## config.mk

```make
export PLATFORM = sky130hd
export DESIGN_NAME = vbuf_loader
export DESIGN_NICKNAME = d
export VERILOG_FILES = /design/src/rtl/led_pkg.sv /design/src/rtl/sync_edge.sv /design/src/rtl/vbuf_loader.sv
export SDC_FILE = /design/constraint.sdc
export NUM_CORES = 1
export LEC_CHECK = 0
export CAP_MARGIN = 20
export CORE_MARGIN = 3
export CORE_UTILIZATION = 51
export DETAILED_ROUTE_END_ITERATION = 6
export GPL_TIMING_DRIVEN = 1
export PLACE_DENSITY = 0.78
export REMOVE_ABC_BUFFERS = 1
export SLEW_MARGIN = 10
export SYNTH_ARGS = -nofsm -noshare
export SYNTH_HDL_FRONTEND = slang
export SYNTH_SLANG_ARGS = --single-unit
```

## constraint.sdc

```tcl
create_clock -name clk -period 2.3 [get_ports clk]
set_input_delay 0.46 -clock clk [delete_from_list [all_inputs] [get_ports clk]]
set_output_delay 0.46 -clock clk [all_outputs]
set_load 0.02 [all_outputs]
```

## src/rtl/led_pkg.sv

```systemverilog
// led_pkg: shared definitions for the LED matrix video buffer loader.
//   COLS, ROWS : matrix geometry (one byte of vbuf per column)
//   VBUF_W     : width of the display buffer / serial frame
//   BITCNT_W   : bit counter width, wide enough to hold VBUF_W itself
//   state_e    : loader FSM states
package led_pkg;

    localparam int COLS     = 8;
    localparam int ROWS     = 8;
    localparam int VBUF_W   = COLS * ROWS;
    localparam int BITCNT_W = $clog2(VBUF_W) + 1;

    typedef enum logic [1:0] {
        ST_IDLE  = 2'd0,
        ST_SHIFT = 2'd1,
        ST_PEND  = 2'd2
    } state_e;

endpackage

```

## src/rtl/sync_edge.sv

```systemverilog
// sync_edge: N-stage synchronizer for an asynchronous input, followed by one
// edge-detect flop.
//   clk, rst_n : system clock, async active-low reset
//   din        : asynchronous input pin
//   level      : synchronized level
//   rise, fall : one-cycle pulses on synchronized rising / falling edges
// A pin change shows on level after N clocks and is acted on one clock later
// through the edge pulses.
module sync_edge #(
    parameter int   N       = 2,
    parameter logic RST_VAL = 1'b0
) (
    input  logic clk,
    input  logic rst_n,
    input  logic din,
    output logic level,
    output logic rise,
    output logic fall
);

    logic [N-1:0] sync_r;
    logic         prev_r;

    // Synchronizer chain plus the delayed copy used for edge detection.
    always_ff @(posedge clk or negedge rst_n) begin
        if (!rst_n) begin
            sync_r <= {N{RST_VAL}};
            prev_r <= RST_VAL;
        end else begin
            sync_r <= (sync_r << 1) | {{(N-1){1'b0}}, din};
            prev_r <= sync_r[N-1];
        end
    end

    assign level = sync_r[N-1];
    assign rise  = sync_r[N-1] & ~prev_r;
    assign fall  = ~sync_r[N-1] & prev_r;

endmodule

```

## src/rtl/vbuf_loader.sv

```systemverilog
// vbuf_loader: serial write port for the LED matrix video buffer.
//   clk, rst_n  : system clock, async active-low reset
//   s_cs_n      : frame select (active low, asynchronous)
//   s_clk       : serial clock, data sampled on its rising edge (asynchronous)
//   s_data      : serial data, MSB first
//   col_wrap    : pulse from the column scanner when it wraps 7 -> 0
//   vbuf        : display buffer, vbuf[8c+7:8c] is column c
//   busy        : frame being shifted or waiting for a swap
//   frame_done  : pulse on the first cycle vbuf shows a new frame
//   frame_err   : pulse when a frame is discarded
// Frames are assembled in a shadow register and copied into vbuf only on a
// column wrap, so the scanner never displays a partially written frame.
module vbuf_loader
    import led_pkg::*;
#(
    parameter int COLS        = led_pkg::COLS,
    parameter int ROWS        = led_pkg::ROWS,
    parameter int SYNC_STAGES = 2
) (
    input  logic                 clk,
    input  logic                 rst_n,
    input  logic                 s_cs_n,
    input  logic                 s_clk,
    input  logic                 s_data,
    input  logic                 col_wrap,
    output logic [COLS*ROWS-1:0] vbuf,
    output logic                 busy,
    output logic                 frame_done,
    output logic                 frame_err
);

    localparam int FRAME_W = COLS * ROWS;
    localparam int CNT_W   = $clog2(FRAME_W) + 1;
    localparam logic [CNT_W-1:0] CNT_FULL = CNT_W'(FRAME_W);

    logic cs_level_s, cs_rise_s, cs_fall_s;
    logic sclk_level_s, sclk_rise_s, sclk_fall_s;
    logic data_s, data_rise_s, data_fall_s;
    logic unused_edges_s;

    state_e               state_r, state_n;
    logic [CNT_W-1:0]     cnt_r, cnt_n;
    logic                 ovf_r, ovf_n;
    logic [FRAME_W-1:0]   shadow_r, shadow_n;
    logic [FRAME_W-1:0]   vbuf_r, vbuf_n;
    logic                 done_r, done_n;
    logic                 err_r, err_n;
    logic                 busy_r;

    sync_edge #(.N(SYNC_STAGES), .RST_VAL(1'b1)) u_sync_cs (
        .clk(clk), .rst_n(rst_n), .din(s_cs_n),
        .level(cs_level_s), .rise(cs_rise_s), .fall(cs_fall_s)
    );

    sync_edge #(.N(SYNC_STAGES), .RST_VAL(1'b0)) u_sync_sclk (
        .clk(clk), .rst_n(rst_n), .din(s_clk),
        .level(sclk_level_s), .rise(sclk_rise_s), .fall(sclk_fall_s)
    );

    sync_edge #(.N(SYNC_STAGES), .RST_VAL(1'b0)) u_sync_data (
        .clk(clk), .rst_n(rst_n), .din(s_data),
        .level(data_s), .rise(data_rise_s), .fall(data_fall_s)
    );

    // Only the select edges, serial clock rise and data level drive the FSM.
    assign unused_edges_s = cs_level_s | sclk_level_s | sclk_fall_s |
                            data_rise_s | data_fall_s;

    // Next-state and datapath updates for the load / pend / swap sequence.
    always_comb begin
        state_n  = state_r;
        cnt_n    = cnt_r;
        ovf_n    = ovf_r;
        shadow_n = shadow_r;
        vbuf_n   = vbuf_r;
        done_n   = 1'b0;
        err_n    = 1'b0;
        case (state_r)
            ST_IDLE: begin
                if (cs_fall_s) begin
                    state_n = ST_SHIFT;
                    cnt_n   = '0;
                    ovf_n   = 1'b0;
                end else begin
                    state_n = ST_IDLE;
                end
            end
            ST_SHIFT: begin
                // Select release takes priority over a coincident clock edge.
                if (cs_rise_s) begin
                    if ((cnt_r == CNT_FULL) && !ovf_r) begin
                        state_n = ST_PEND;
                    end else begin
                        state_n = ST_IDLE;
                        err_n   = 1'b1;
                    end
                end else if (sclk_rise_s) begin
                    if (cnt_r < CNT_FULL) begin
                        shadow_n = {shadow_r[FRAME_W-2:0], data_s};
                        cnt_n    = cnt_r + CNT_W'(1);
                    end else begin
                        ovf_n = 1'b1;
                    end
                end else begin
                    state_n = ST_SHIFT;
                end
            end
            ST_PEND: begin
                // A new select window during PEND is dropped entirely: once the
                // swap returns us to IDLE its falling edge has already passed.
                err_n = cs_fall_s;
                if (col_wrap) begin
                    vbuf_n  = shadow_r;
                    done_n  = 1'b1;
                    state_n = ST_IDLE;
                end else begin
                    state_n = ST_PEND;
                end
            end
            default: begin
                state_n = ST_IDLE;
            end
        endcase
    end

    // State, shadow, display and pulse registers.
    always_ff @(posedge clk or negedge rst_n) begin
        if (!rst_n) begin
            state_r  <= ST_IDLE;
            cnt_r    <= '0;
            ovf_r    <= 1'b0;
            shadow_r <= '0;
            vbuf_r   <= '0;
            done_r   <= 1'b0;
            err_r    <= 1'b0;
            busy_r   <= 1'b0;
        end else begin
            state_r  <= state_n;
            cnt_r    <= cnt_n;
            ovf_r    <= ovf_n;
            shadow_r <= shadow_n;
            vbuf_r   <= vbuf_n;
            done_r   <= done_n;
            err_r    <= err_n;
            busy_r   <= (state_n != ST_IDLE);
        end
    end

    assign vbuf       = vbuf_r;
    assign busy       = busy_r;
    assign frame_done = done_r;
    assign frame_err  = err_r;

endmodule

```

; Word level (Yosys, flattened, before mapping)
; Index checks and enable logic that the tools add are counted.
[totals]
register_bits = 149
inputBits = 6
[classes]
add_sub_neg = 1
n_lt_le_gt_ge = 1
n_eq_ne = 8
mux = 21
bitwise = 10
n_reduce_logical = 9
[op_table]
columns = cell, n
row1 = $mux 7, 4
row2 = $pmux 7 s2, 1
row3 = $ne 2x2->1 const B, 5
row4 = $reduce_and 5->1, 2
row5 = $mux 1, 9
row6 = $mux 2, 4
row7 = $add 7x1->7 const B, 1
row8 = $eq 7x7->1 const B, 1
row9 = $lt 7x7->1 const B, 1
row10 = $or 2x1->2, 3
row11 = $pmux 2 s3, 1
row12 = $not 1->1, 4
row13 = $pmux 1 s2, 2
row14 = $reduce_and 4->1, 1
row15 = $reduce_bool 2->1, 2
row16 = $and 1x1->1, 3
row17 = $eq 2x1->1 const B, 1
row18 = $eq 2x2->1 const B, 1
row19 = $logic_not 2->1, 1
row20 = $reduce_and 2->1, 1
row21 = $logic_and 1x1->1, 1
row22 = $logic_not 1->1, 1

; Logic depth before layout (Yosys ltp)
[logic_depth]
word_depth = 6
ltp_mapped = 8
ltp_nobuf = 6

; Hierarchy
; Synthesis repeated with hierarchy kept, for this count alone.
[hier_totals]
hier_cells = 366
hier_area_um2 = 6137.1
[modules_own_cells]
columns = mod, n_inst, cells_per_inst, area_each_um2, seq_area_each_um2
row1 = vbuf_loader, 1, 351, 5863.1, 3528.4
row2 = sync_edge at u_sync_data ..., 2, 5, 90.1, 75.1
row3 = sync_edge at u_sync_cs, 1, 5, 93.8, 78.8

; Least setup slack after synthesis
; OpenSTA, ideal clock, no wires.
[synth_timing]
kind = flip-flop to flip-flop
from = reg state_r[1]
to = reg shadow_r[17]
setup_ns = 0.125
arrival_time_ns = 1.695
t_required_ns = 2.175
slack_ns = 0.480
stages_incl_launch_ff = 9
path_buffers = 2
period_less_slack_ns = 1.820
cell_sequence = dfrtp_1 inv_1 ha_1 buf_4 and3b_4 nand2_2 nor2_8 buf_6 mux2_2
[synth_between]
elab_chain_len = 2
[synth_rtl]
columns = element, line
row1 = "start, declared", vbuf_loader.sv:41  ; state_e state_r, state_n;
row2 = "start signal, assigned", vbuf_loader.sv:138  ; state_r <= state_n;
row3 = $eq 2x1->1, vbuf_loader.sv:78  ; case (state_r)
row4 = $reduce_and 4->1 (no source line), n/a
row5 = "end signal, assigned", vbuf_loader.sv:141  ; shadow_r <= shadow_n;
row6 = "end, declared", vbuf_loader.sv:44  ; logic [FRAME_W-1:0] shadow_r, shadow_n;
; No other way between the ends.
; A chain may end at the register's enable or synchronous reset.

; Worst setup path after layout
[layout_timing]
from = reg state_r[1]
to = reg shadow_r[40]
; Same word-level chain as after synthesis.

==> reports/metrics.cfg <==
[clock_tree]
clockRootBuffer = clkbuf_8
worstSkewPairLatency_ps = 530
ctsResizeCount = 0
cts-htree-levels = 4
cts_buffer_depth = 2
cts.clk_slew.worst_paths_ps = 60
numCtsBuffers = 17
clock-sinks = 149
cts_tree = done
post_cts_buffers = 0

[worst_hold_path]
holdPathStages = 1
hold_start = s_cs_n
hold_class = primary input to flip-flop
hold_end = u_sync_cs.sync_r[0]

[detailed_routing]
wirelength_mm = 9.91
drc = 0
wl_per_cell_um = 16.8
firstDrtPassIters = 4
ant_nets = 0
drt-vias-per-instance = 5.34
drtIter0Drc = 109
vias = 3148

[sta]
finalSetupViolCount = 0
max_freq_mhz = 462
finClkSkew_ps = 8.75
slew_headroom = 0.606
worst_pin_slew_ps = 582
setup_ws_ps = 137
report.final.slew_viol_count = 0
rsz0062_at_grt = no
holdWs_ps = 340
hold_viol_final = 0
layout_min_cycle_time_ps = 2160
setup_tns_ps = 0
fin_crit_sh = 0.941

[floorplan]
ioPinCount = 73
die_h_um = 112
fp-row-count = 38
fp.dieW_um = 112
dieArea_mm2 = 0.0125
placeableCoreArea_mm2 = 0.0109
initial_utilization = 0.526

[setup_path]
worst-r2r-cell-count = 7
worstReg2RegEnd = shadow_r[40]
cpLargestDelayFamily = simple AND/OR/NAND/NOR gates
max_stage_delay_ps = 420
path_cells = inv_1 -> ha_1 -> and3b_4 -> nand2_2 -> nor2_8 -> buf_12 -> mux2_2
cp_num_buf_inv = 2
path_max_fanout = 45
cp-end-kind = flip-flop
crit_type = flip-flop to flip-flop
critPathLaunchType = flip-flop
critPathRequiredTime_ps = 2710
rr_startpoint = state_r[1]
arrival_ps = 2570
slowest_stage = dfrtp_1
reg2reg_slack_ps = 140

[finish]
drive_above_1_share = 0.342
final_cell_count_no_fill = 590
utilization = 0.665
fin_nets = 449
final_common_cell = dfrtp_1
final_cell_mix = dfrtp_1 (146), mux2_2 (107), clkdlybuf4s50_1 (71)
fillers = 754
diodes = 0
area_growth_pct = 26.5

[synth]
syn_inst = 354
synthXorXnorAreaFrac = 0
syn_area_per_cell_um2 = 16.2
yosys.area_share.simple = 0.0345
synth_compound_area_frac = 0.0203
synth_top_cell_by_area = dfrtp_1
ys.flop_type = dfrtp_1
synth_edf_count = 0
synth_top_family_by_area = multiplexers
ys_types = 34
yosysSeqAreaShare = 0.652
synthTopCellsByArea = dfrtp_1 (64%), mux2_2 (21%), mux2_1 (4.1%), dfstp_2 (1.4%), buf_6 (1.4%)
synth_seq_cells = 149
synth_area_mm2 = 0.00572
synthAdderAreaFrac = 0.0149
netlist.area_leader.share = 0.638
synthArstFlopShare = 1.00
muxShareOfSynthArea = 0.252
yosys_warnings = 0

[grt]
grt_max_degree = 66
grt_use_total = 0.179
grt_pass1_vias = 3429
grt_overflow_total = 0
grt_pass1_wl_mm = 17.6
antenna_found_initial = 0

[job]
maxCapViolCount = 0

[placed_design]
pre_cts_slack_ps = 182
io_buffers = 72
dp_hpwl_mm = 6.17
finalWeightedCongestion = 0.770
dp.cells = 557

[run_status]
status = complete, no violations

[power]
leakagePower_nw = 3.61
powerDensity_mw_per_mm2 = 821
ir_drop_uv = 496

==> metal layers <==
layer | GRT usage | wire (µm)
met1 | 0.243 | 4510
met2 | 0.263 | 4610
met3 | 0.0668 | 560
met4 | 0.0737 | 228
met5 | 0 | 0
==> state kept, by name, summed over array words and instances, names as in the netlist, 2 cells and up <==
name / cells
u_sync_cs.sync_r: 2
vbuf: 64
shadow_r: 64
u_sync_data.sync_r: 2
u_sync_sclk.sync_r: 2
cnt_r: 7
state_r: 2
==> stage by stage <==
stage / area, µm² / total power [mW]
2_1_floorplan: 5600 / 2.94
3_3_place_gp: 6600 / 3.06
3_5_place_dp: 6600 / 3.08
4_1_cts: 7240 / 6.01
5_1_grt: 7240 / 6.18
6_report: 7240 / 5.95
==> Yosys cell counts (2+ instances only) <==
master	count
dfrtp_1	146
mux2_2	107
mux2_1	21
a31oi_1	10
inv_1	8
buf_6	7
buf_2	6
ha_1	6
nand2b_1	5
and3_1	4
dfstp_2	3
nand3_1	3
nor2_1	3
nand2_1	2
nand4_1	2
nor4b_1	2
o21ai_0	2
==> power breakdown <==
| group | switching (mW) | internal, mW |
|---|---|---|
| Combinational | 0.167 | 0.116 |
| Clock | 1.04 | 1.86 |
| Sequential | 0.0586 | 2.70 |
| Total | 1.27 | 4.68 |
==> cell families (layout without fill, tap and decap cells) <==
logic type	count (synthesis)	in the layout
compound gates	18	18
fa+ha+maj	7	7
buf+inv	23	119
flops	149	149
mux	128	128
simple gates	29	29
==> timing repair <==
action                                 in CTS  in global routing
endpoints found under the hold margin      55                  0
hold buffers                                1                  0
setup endpoints to repair                   0                  0
==> worst register-to-register path, cell delays in order (launching register included) <==
cell,delay [ps]
dfrtp_1,420
inv_1,90
ha_1,380
and3b_4,290
nand2_2,90
nor2_8,100
buf_12,260
mux2_2,410
==> worst max-delay path by stage <==
stage / startpoint / end / depth (start not counted)
after detailed placement: state_r[1] / shadow_r[12] / 7
final: state_r[1] / shadow_r[40] / 7
after global routing: state_r[1] / shadow_r[25] / 7
after floorplan: state_r[0] / vbuf[0] / 4
after global placement: state_r[1] / shadow_r[9] / 7
after CTS: state_r[1] / shadow_r[20] / 7
==> final cells by class <==
class	instances	area [µm²]	area share
clock buffer	18	418	0.0577
clock inverter	14	209	0.0289
inverter	8	30.0	0.00415
multi-input combinational	182	1850	0.255
sequential	149	3730	0.516
tap	140	175	0.0242
timing repair buffer	79	827	0.114
Note: power is estimated with default switching activity, not from simulation.
